File: src/rtl/pipe_stage_reg.sv
// Valid/ready pipeline register with zeroed bubbles and synchronous flush.
// Define PIPE_SKID_EN for a two-entry skid buffer with registered in_ready.
module pipe_stage_reg #(
  parameter int OP_W   = 4,
  parameter int DATA_W = 8,
  parameter int FLAG_W = 5
) (
  input  logic              clk,
  input  logic              rst_n,
  input  logic              flush,
  input  logic              in_valid,
  output logic              in_ready,
  input  logic [OP_W-1:0]   in_opcode,
  input  logic [DATA_W-1:0] in_value,
  input  logic [DATA_W-1:0] in_label,
  input  logic [DATA_W-1:0] in_regA,
  input  logic [DATA_W-1:0] in_regB,
  input  logic [FLAG_W-1:0] in_flags,
  output logic              out_valid,
  input  logic              out_ready,
  output logic [OP_W-1:0]   out_opcode,
  output logic [DATA_W-1:0] out_value,
  output logic [DATA_W-1:0] out_label,
  output logic [DATA_W-1:0] out_regA,
  output logic [DATA_W-1:0] out_regB,
  output logic [FLAG_W-1:0] out_flags
);

  localparam int PW = OP_W + 4*DATA_W + FLAG_W;

  localparam logic [1:0] EMPTY = 2'd0;
  localparam logic [1:0] ONE   = 2'd1;
`ifdef PIPE_SKID_EN
  localparam logic [1:0] TWO   = 2'd2;
`endif

  logic [1:0]    state;
  logic [1:0]    stateN;
  logic [PW-1:0] mainQ;
  logic [PW-1:0] mainN;
  logic [PW-1:0] inPay;
  logic          inXfer;
  logic          outXfer;

  assign inPay = {in_opcode, in_value, in_label,
                  in_regA, in_regB, in_flags};

  // Main entry is zeroed whenever it empties, so bubbles read as zero.
  assign {out_opcode, out_value, out_label,
          out_regA, out_regB, out_flags} = mainQ;

  assign out_valid = (state != EMPTY);
  assign outXfer   = out_valid && out_ready;
  assign inXfer    = in_valid && in_ready && !flush;

`ifdef PIPE_SKID_EN
  logic [PW-1:0] skidQ;
  logic [PW-1:0] skidN;
  logic          inReadyQ;

  assign in_ready = inReadyQ;
`else
  assign in_ready = out_ready || !out_valid;
`endif

  always_comb begin
    stateN = state;
    mainN  = mainQ;
`ifdef PIPE_SKID_EN
    skidN  = skidQ;
`endif
    if (flush) begin
      stateN = EMPTY;
      mainN  = '0;
`ifdef PIPE_SKID_EN
      skidN  = '0;
`endif
    end else begin
      unique case (state)
        EMPTY: begin
          if (inXfer) begin
            stateN = ONE;
            mainN  = inPay;
          end
        end
        ONE: begin
          if (inXfer && outXfer) begin
            mainN = inPay;
          end else if (outXfer) begin
            stateN = EMPTY;
            mainN  = '0;
`ifdef PIPE_SKID_EN
          end else if (inXfer) begin
            stateN = TWO;
            skidN  = inPay;
`endif
          end
        end
`ifdef PIPE_SKID_EN
        TWO: begin
          if (outXfer) begin
            stateN = ONE;
            mainN  = skidQ;
            skidN  = '0;
          end
        end
`endif
        default: begin
          stateN = EMPTY;
          mainN  = '0;
        end
      endcase
    end
  end

  always_ff @(posedge clk or negedge rst_n) begin
    if (!rst_n) begin
      state <= EMPTY;
      mainQ <= '0;
    end else begin
      state <= stateN;
      mainQ <= mainN;
    end
  end

`ifdef PIPE_SKID_EN
  always_ff @(posedge clk or negedge rst_n) begin
    if (!rst_n) begin
      skidQ    <= '0;
      inReadyQ <= 1'b1;
    end else begin
      skidQ    <= skidN;
      inReadyQ <= (stateN != TWO);
    end
  end
`endif

endmodule

File: config.mk
export PLATFORM = sky130hd
export DESIGN_NAME = pipe_stage_reg
export DESIGN_NICKNAME = d
export VERILOG_FILES = /design/src/rtl/pipe_stage_reg.sv
export SDC_FILE = /design/constraint.sdc
export NUM_CORES = 1
export LEC_CHECK = 0
export CORE_MARGIN = 3
export CORE_UTILIZATION = 52
export CTS_BUF_LIST = sky130_fd_sc_hd__clkbuf_16
export DETAILED_ROUTE_END_ITERATION = 16
export GPL_ROUTABILITY_DRIVEN = 0
export PLACE_DENSITY = 0.93
export SLEW_MARGIN = 20
export SYNTH_ARGS = -nofsm -noshare
export SYNTH_HDL_FRONTEND = slang
export SYNTH_SLANG_ARGS = --single-unit
export TNS_END_PERCENT = 30
File: constraint.sdc
create_clock -name clk -period 1.8 [get_ports clk]
set_input_delay 0.18 -clock clk [delete_from_list [all_inputs] [get_ports clk]]
set_output_delay 0.18 -clock clk [all_outputs]
set_load 0.02 [all_outputs]
==> results of run 1 <==
-- cell type report --
cell class,instances,area (sq um)
Clock buffer,5,125.1
Inverter,1,3.754
Sequential cell,42,1051
Tap cell,72,90.09
Clock inverter,3,63.81
Timing Repair Buffer,103,1051
Fill cell,397,1488
Multi-Input combinational cell,168,1668
-- registers in the layout, summed over array words and instances, names as in the netlist --
| register | count |
|---|---|
| state | 1 |
| mainQ | 41 |
-- worst min-delay path, stage by stage --
cell	delay (ns)
buf_4	0.22
inv_2	0.07
a21oi_1	0.05
-- final timing paths --
kind,startpoint,to,slack [ns],cells past startpoint
min in group asynchronous,rst_n,mainQ[17],0.44,2
worst min-delay path,in_valid,state[0],0.28,3
worst min register to register,mainQ[4],mainQ[4],0.59,2
worst max-delay path,state[0],in_ready,0.21,2
worst max register to register,state[0],mainQ[12],0.47,3
max in group asynchronous,rst_n,mainQ[16],0.77,3
-- cells in the final DEF (no fill, tap or decap), types with 2 or more instances in the layout --
cell type	Yosys	layout
dfrtp_1	42	42
buf_12	4	5
clkbuf_16	0	5
nand2_1	41	41
or4bb_1	2	2
o221ai_2	41	41
buf_4	2	10
nand4bb_1	39	39
clkdlybuf4s50_1	0	86
mux2i_1	41	41
bufinv_16	0	2
-- timing repair --
item | CTS | global route
hold buffers | 1 | 0
gates resized for setup | 0 | 0
hold endpoints to repair | 26 | 0
-- logic make-up after synthesis --
group                  share of synthesized area, %
buffers and inverters                         9.277
AND/OR/NAND/NOR                               21.19
multiplexers                                  13.71
flip-flops                                    35.10
AO/OA/AOI/OAI                                 20.73
-- per-layer routing --
metal,vias to the layer above,wire length (um)
met2,78,3704
met5,-,0
met4,0,57
met3,8,407
met1,1195,3289
li1,1108,-
-- power by group --
part | internal [uW] | leakage (uW) | switching, uW
sequential | 1020 | 0.000552 | 74.8
combinational | 416 | 0.000965 | 404
clock | 790 | 0.0000915 | 369
total | 2230 | 0.00161 | 848
-- through the flow --
| stage | instance area [sq um] | hold WS [ns] | power [uW] | std cells |
|---|---|---|---|---|
| after global routing | 4053 | 0.2887 | 3202 | 394 |
| after floorplan | 2994 | -0.1156 | 1578 | 242 |
| final | 4053 | 0.2805 | 3077 | 394 |
| after CTS | 4053 | 0.2770 | 3086 | 394 |
| after global placement | 3854 | 0.2398 | 1909 | 385 |
| after detailed placement | 3854 | 0.2361 | 1929 | 385 |
==> results.md, run 1 <==
- Peak Freq: 627.9 MHz
- Clock tree from TritonCTS: done
- Post-route ant nets: 0
- VDD IR max: 454.5 uV
- Status: completed
- Share of cells above drive strength 1: 20.81%
- Root buf cell: clkbuf_16
- CP max stage delay: 0.60 ns
- Post-synthesis net count: 288
- MaxCap Viol Count: 0
- Worst min path class: in -> reg
- Remaining Overflow, GRT: 0
- Initial core utilization: 54.04%
- DRT Pass-1 Iters: 4
- Synth Flop Type: dfrtp_1
- Area share of the largest cell type after synthesis: 35.10%
- WS Path Type: reg -> out
- Synth top area cells: dfrtp_1, o221ai_2, nand4bb_1
- Gr usage total: 23.00%
- Later-pin clock latency in the skew report: 0.28 ns
- Rows: 27
- Met1 Use GR: 31.72%
- Worst Clk Skew: 0.006087 ns
- Post-synth EDFFs: 0
- Post-DR wirelength/cell: 18.93 um
- Setup WS pre-CTS: 0.1322 ns
- Final critical-path setup slack: 0.2074 ns
- Crit-path slowest cell: clkdlybuf4s50_1
- Pin count of the biggest net entering global routing: 43
- WL final: 7459 um
- CP Capture Type: output port
- Chip width: 81.88 um
- RSZ-0062 raised after global routing: false
- I/O Pins: 89
- DIE HEIGHT: 81.88 um
- Leak: 0.001609 uW
- Met3 Use GR: 5.044%
- Die area: 6704 sq um
- Ant. Diodes: 0
- CTS H-tree depth: 2
- Post-CTS setup buffer count: 0
- Number of global-route vias before repair: 2451
- Sequential fraction of the synthesis area: 35.10%
- Core area: 5540 sq um
- Initial drt markers: 99
- Global-route wire length before repair: 12120 um
- Most common library cells after synthesis: dfrtp_1, mux2i_1, nand2_1, o221ai_2, nand4bb_1
- Top Usage Layer GRT: met2
- Final TNS setup: 0 ns
- Worst Max-Slew Pin Slew: 0.6311 ns
- Most frequent cell after synthesis: dfrtp_1
- Worst slew margin: 57.93%
- GR Layer Usage met2: 36.91%
- Nets: 367
- Final Cycle Share: 88.48%
- Dpl hpwl: 5046 um
- Critical Path, Cell by Cell: nand2b_1 -> clkdlybuf4s50_1
- Critical path's top delay family: buffers and inverters
- Area growth, synth to finish: 35.35%
- Final hold vios: 0
- Sink Count: 42
- Synth cell types: 16
- Arrival @ worst endpoint: 1.41 ns
- Clock buffer count from CTS: 5
- Final design utilization: 73.15%
- Vias per std cell: 6.063
- Synthesized instance count: 242
- Initial antenna violation count: 0
- Reg clk slew, reported paths: 0.06 ns
- Worst-case clock buffer depth: 2
- Worst EP required: 1.62 ns
- Via count: 2389
- Asr flop ratio synth: 100.0%
- Crit start category: flip-flop
- Slew Viols, Final: 0
- Bufs and invs on worst path: 1
- Mapped Avg Cell Area: 12.37 sq um
- Crit-path max FO: 5
- Crit path time final: 1.593 ns
- Pwr per Cell Area: 759.2 nW/um^2
- Setup violators final: 0
- Post-synth top area cell: dfrtp_1
- Post-synthesis register bit count: 42
- IO buf count: 88
- # DRC: 0
- Ys Warns: 0
- Post-synth design cell area: 2994 sq um
Note: power is estimated with default switching activity, not from simulation.
==> run 2, diff against run 1 <==
--- a/config.mk
+++ b/config.mk
@@ -6,11 +6,12 @@
 export NUM_CORES = 1
 export LEC_CHECK = 0
 export CORE_MARGIN = 3
-export CORE_UTILIZATION = 52
+export CORE_UTILIZATION = 50
 export CTS_BUF_LIST = sky130_fd_sc_hd__clkbuf_16
 export DETAILED_ROUTE_END_ITERATION = 16
 export GPL_ROUTABILITY_DRIVEN = 0
-export PLACE_DENSITY = 0.93
+export PLACE_DENSITY = 0.9
+export SETUP_SLACK_MARGIN = 0.15
 export SLEW_MARGIN = 20
 export SYNTH_ARGS = -nofsm -noshare
 export SYNTH_HDL_FRONTEND = slang
==> run 2 against run 1 <==
Clock power is 25% lower. Cell count stayed put. Combinational power is 0.7% lower. Critical path type unchanged. Critical endpoint is now out_regA[6]. Largest power group is now sequential cells.
==> results.md, run 2 (synthesis gave the netlist of run 1 again) <==
- Status: completed
- Clock buffer count from CTS: 5 (unchanged)
- Commonest non-fill, non-tap cells in the layout: clkdlybuf4s50_1, dfrtp_1, mux2i_1, nand2_1, o221ai_2
- Worst setup path start: mainQ[19]
- Gr usage total: 22.06% (-0.93 points)
- R2r setup slk: 0.41 ns (-0.06 ns)
- RR Startpoint: state[0]
- Root buf cell: clkbuf_16
- Rows: 27 (unchanged)
- Vias per std cell: 6.076 (+0.21%)
- DRT Pass-1 Iters: 4 (unchanged)
- CP max stage delay: 0.63 ns (+0.03 ns)
- Remaining Overflow, GRT: 0 (unchanged)
- Share of cells above drive strength 1: 20.50% (-0.31 points)
- VDD IR max: 420.8 uV (-7.4%)
- Biggest regs: mainQ x41, state x1
- Critical path's top delay family: buffers and inverters
- I/O Pins: 89 (unchanged)
- Post-DR wirelength/cell: 18.91 um (-0.13%)
- Setup WS pre-CTS: 0.2164 ns (+0.08422 ns)
- Pin count of the biggest net entering global routing: 37 (-14%)
- Die area: 6953 sq um (+3.7%)
- Later-pin clock latency in the skew report: 0.28 ns (about the same)
- Total power: 2780 uW (-9.6%)
- RSZ-0062 raised after global routing: false
- FF+latch area: 1051 sq um (unchanged)
- Worst slew margin: 62.93% (+5.0 points)
- Area growth, synth to finish: 33.26%
- Final design utilization: 70.73% (-2.4 points)
- Setup violators final: 0 (unchanged)
- Biggest register: mainQ
- CP Capture Type: output port
- Nets: 367 (unchanged)
- WS Path Type: reg -> out
- Worst min path class: in -> reg
- Dpl hpwl: 4995 um (-1.0%)
- Max reg flops: 41 (unchanged)
- WL final: 7449 um (-0.13%)
- Ant. Diodes: 0 (unchanged)
- Placed cell areas: 3841 sq um (-0.32%)
- Pwr per Cell Area: 696.8 nW/um^2 (-8.2%)
- Initial drt markers: 128 (+29%)
- Slew Viols, Final: 0 (unchanged)
- CTS H-tree depth: 2 (unchanged)
- Chip width: 83.39 um (+1.8%)
- Worst EP required: 1.62 ns (about the same)
- Core area: 5642 sq um (+1.8%)
- Commonest non-fill, non-tap cell in the layout: clkdlybuf4s50_1
- Final critical-path setup slack: 0.3199 ns (+0.1125 ns)
- Fill cells: 420 (+5.8%)
- Post-route ant nets: 0 (unchanged)
- MaxCap Viol Count: 0 (unchanged)
- Arrival @ worst endpoint: 1.30 ns (-0.11 ns)
- Area of the multi-input gates: 1668 sq um (unchanged)
- Worst-case clock buffer depth: 2 (unchanged)
- IO buf count: 88 (unchanged)
- Final Cycle Share: 82.23% (-6.2 points)
- Via count: 2394 (+0.21%)
- Crit start category: flip-flop
- Worst Max-Slew Pin Slew: 0.5561 ns (-0.07501 ns)
- DIE HEIGHT: 83.39 um (+1.8%)
- Bufs and invs on worst path: 1 (unchanged)
- Cell area after layout: 3990 sq um (-1.5%)
- Crit path time final: 1.480 ns (-0.1125 ns)
- Reg clk slew, reported paths: 0.06 ns (about the same)
- Clock tree from TritonCTS: done
- Final TNS setup: 0 ns (unchanged)
- Critical Path, Cell by Cell: clkdlybuf4s50_1
- Global-route wire length before repair: 12840 um (+6.0%)
- Final hold vios: 0 (unchanged)
- Crit-path max FO: 3 (-2)
- HP Start: in_valid
- Worst Clk Skew: 0.005823 ns (-0.0002632 ns)
- Leak: 0.001597 uW (-0.74%)
- Peak Freq: 675.6 MHz (+7.6%)
- Sink Count: 42 (unchanged)
- Crit-path slowest cell: clkdlybuf4s50_1
- Number of global-route vias before repair: 2566 (+4.7%)
- Initial core utilization: 53.07% (-0.97 points)
- # DRC: 0 (unchanged)
- Initial antenna violation count: 0 (unchanged)
[run 2: stage by stage]
stage | hold slack, ns | std cells
after floorplan | -0.1156 | 242
after global placement | 0.1979 | 385
final | 0.2839 | 394
after CTS | 0.2833 | 394
after detailed placement | 0.1968 | 385
after global routing | 0.3058 | 394
[run 2: routing by layer]
layer  vias to the layer above  track usage [%]  wire length [um]
li1                       1110                -                 -
met1                      1219            29.36              3367
met2                        61            35.79              3608
met3                         4            6.647               431
met4                         0            4.160                41
met5                         -                0                 0
[run 2: final timing paths]
check / end / depth (start not counted)
setup / recovery: out_regA[6] / 1
hold / removal: state[0] / 3
setup reg to reg: mainQ[13] / 3
hold reg to reg: mainQ[25] / 2
max in group asynchronous: mainQ[16] / 3
min in group asynchronous: mainQ[27] / 2
[run 2: cell type report]
type,instances,area share [%]
clock buffer,5,3.136
clock inverter,3,0.3136
inverter,1,0.09407
multi-input combinational,168,41.80
sequential,42,26.34
tap,72,2.258
timing repair buffer,103,26.06
[run 2: repair_timing]
action,4_1_cts,5_1_grt
setup buffers,0,0
hold buffers,1,0
setup endpoints to repair,1,1
cloned,0,0
hold endpoints to repair,22,0
gates resized for setup,1,1
[run 2: report_power, final]
group / switching [uW] / internal (uW)
clock network: 370 / 502
logic: 404 / 410
registers: 71.9 / 1020
==> run 3, diff against run 2 <==
--- a/config.mk
+++ b/config.mk
@@ -6,11 +6,11 @@
 export NUM_CORES = 1
 export LEC_CHECK = 0
 export CORE_MARGIN = 3
-export CORE_UTILIZATION = 50
+export CORE_UTILIZATION = 43
 export CTS_BUF_LIST = sky130_fd_sc_hd__clkbuf_16
 export DETAILED_ROUTE_END_ITERATION = 16
 export GPL_ROUTABILITY_DRIVEN = 0
-export PLACE_DENSITY = 0.9
+export PLACE_DENSITY = 0.83
 export SETUP_SLACK_MARGIN = 0.15
 export SLEW_MARGIN = 20
 export SYNTH_ARGS = -nofsm -noshare
==> constraint.sdc (replaced) <==
create_clock -name clk -period 1.21 [get_ports clk]
set_input_delay 0.121 -clock clk [delete_from_list [all_inputs] [get_ports clk]]
set_output_delay 0.121 -clock clk [all_outputs]
set_load 0.02 [all_outputs]
==> run 3 against run 2 <==
First-iteration DRC count shrank 7.0%. Die area grew 15%. Sequential power grew 50%. Setup slack lost 0.26 ns. Sequential share of layout area shrank 0.18 points. Via count grew 2.3%. Clock power grew 49%. Total power grew 49%. Core utilization shrank 9.1 points. Non-clock buffer count grew 10. Critical endpoint is now mainQ[13].
==> results.md, run 3 (synthesis gave the netlist of run 1 again) <==
- Leak: 0.001745 uW (+9.3%)
- Arrival @ worst endpoint: 1.34 ns (+0.04 ns)
- Nets: 377 (+2.7%)
- DIE HEIGHT: 89.45 um (+7.3%)
- Via count: 2448 (+2.3%)
- Final TNS setup: 0 ns (unchanged)
- HP Start: in_valid
- Status: completed
- Pin count of the biggest net entering global routing: 43 (+16%)
- Reg clk slew, reported paths: 0.06 ns (about the same)
- Later-pin clock latency in the skew report: 0.28 ns (about the same)
- Critical path's top delay family: flip-flops
- Crit start category: flip-flop
- Final design utilization: 61.59% (-9.1 points)
- Setup violators final: 0 (unchanged)
- Share of cells above drive strength 1: 34.34% (+14 points)
- Sink Count: 42 (unchanged)
- Bufs and invs on worst path: 1 (unchanged)
- WL final: 8019 um (+7.7%)
- Cell area after layout: 4023 sq um (+0.82%)
- Peak Freq: 870.9 MHz
- Worst min path class: in -> reg
- Worst slew margin: 85.65% (+23 points)
- Number of global-route vias before repair: 2499 (-2.6%)
- Biggest register: mainQ
- Die area: 8000 sq um (+15%)
- Pwr per Cell Area: 1029 nW/um^2 (+48%)
- Chip width: 89.45 um (+7.3%)
- Crit-path slowest cell: dfrtp_2
- Ant. Diodes: 0 (unchanged)
- Initial core utilization: 45.84% (-7.2 points)
- Placed cell areas: 3944 sq um (+2.7%)
- Post-route ant nets: 0 (unchanged)
- Worst-case clock buffer depth: 2 (unchanged)
- Commonest non-fill, non-tap cells in the layout: clkdlybuf4s50_1, mux2i_1, nand2_1, o221ai_2, dfrtp_1
- DRT Pass-1 Iters: 4 (unchanged)
- Slew Viols, Final: 0 (unchanged)
- Vias per std cell: 5.985 (-1.5%)
- Area growth, synth to finish: 34.35%
- VDD IR max: 751.0 uV (+78%)
- CP max stage delay: 0.44 ns (-0.19 ns)
- R2r setup slk: 0.06 ns (-0.35 ns)
- Dpl hpwl: 5271 um (+5.5%)
- IO buf count: 88 (unchanged)
- Post-DR wirelength/cell: 19.61 um (+3.7%)
- Gr usage total: 20.21% (-1.8 points)
- Worst Max-Slew Pin Slew: 0.2092 ns (-0.3469 ns)
- Worst hold stages: 4 (+1)
- I/O Pins: 89 (unchanged)
- MaxCap Viol Count: 0 (unchanged)
- Crit path time final: 1.148 ns
- Reg-to-Reg End: mainQ[13]
- Global-route wire length before repair: 12670 um (-1.3%)
- # DRC: 0 (unchanged)
- RR Startpoint: state[0]
- Clock buffer count from CTS: 5 (unchanged)
- Final Cycle Share: 94.90%
- CTS H-tree depth: 2 (unchanged)
- Initial drt markers: 119 (-7.0%)
- CP Capture Type: flip-flop
- Remaining Overflow, GRT: 0 (unchanged)
- Max reg flops: 41 (unchanged)
- Root buf cell: clkbuf_16
- Commonest non-fill, non-tap cell in the layout: clkdlybuf4s50_1
- Worst EP required: 1.41 ns (-0.21 ns)
- RSZ-0062 raised after global routing: true
- Worst Clk Skew: 0.005398 ns (-0.0004256 ns)
- Final hold vios: 0 (unchanged)
- Core area: 6531 sq um (+16%)
- Rows: 29 (+7.4%)
- Initial antenna violation count: 0 (unchanged)
- Clock tree from TritonCTS: done
- Reg2reg path depth: 3 (unchanged)
- WS Path Type: reg -> reg
- Biggest regs: mainQ x41, state x1
- Crit-path max FO: 11 (+8)
- Worst Hold Endpoint: state[0]
- Total power: 4138 uW (+49%)
- Critical Path, Cell by Cell: or2_4 -> clkbuf_16 -> o221ai_2
==> run 3: repair_timing <==
action,in CTS,in global routing
endpoints found under the setup margin,84,61
gates resized for setup,126,24
hold buffers,1,0
cloned,1,2
endpoints found under the hold margin,42,0
buffers inserted,1,0
pin swaps,3,0
==> run 3: per-layer routing <==
metal	vias to the layer above	track usage, %	share of wire, %
met5	-	0	0
met4	0	2.571	0.24
met3	2	3.687	4.2
met2	69	33.29	49
met1	1246	28.57	46
li1	1131	-	-
==> run 3: where the power goes <==
| group | switching (uW) | internal, uW |
|---|---|---|
| Combinational | 630 | 580 |
| Clock | 549 | 754 |
| Sequential | 103 | 1520 |
==> run 3: how the worst max path moves through the flow <==
stage / from / end / slack, ns / cells past startpoint
final: state[0] / mainQ[13] / 0.06 / 3
after detailed placement: out_ready / in_ready / -0.24 / 3
after CTS: state[0] / mainQ[14] / 0.07 / 3
after floorplan: state[0] / mainQ[0] / 0.05 / 4
after global placement: out_ready / in_ready / -0.23 / 3
after global routing: state[0] / mainQ[13] / 0.02 / 3
==> run 3: worst min-delay path, cell delays in order <==
cell and delay, ns:
buf_4 0.14, buf_12 0.17, inv_2 0.05, a21oi_1 0.05
==> run 3: final cells by class <==
cell class,count,area (sq um)
clock buffer,5,125.1
clock inverter,3,16.27
fill,526,2509
inverter,1,3.754
multi-input combinational,168,1670
sequential,42,1052
tap,77,96.34
timing repair buffer,113,1059
==> run 3: through the flow <==
stage | hold slack (ns) | setup WS, ns | cells
after floorplan | -0.1746 | 0.05376 | 242
after global placement | 0.1166 | -0.2328 | 396
after detailed placement | 0.1162 | -0.2437 | 396
after CTS | 0.3018 | 0.06818 | 407
after global routing | 0.3265 | 0.01996 | 409
final | 0.3097 | 0.06171 | 409
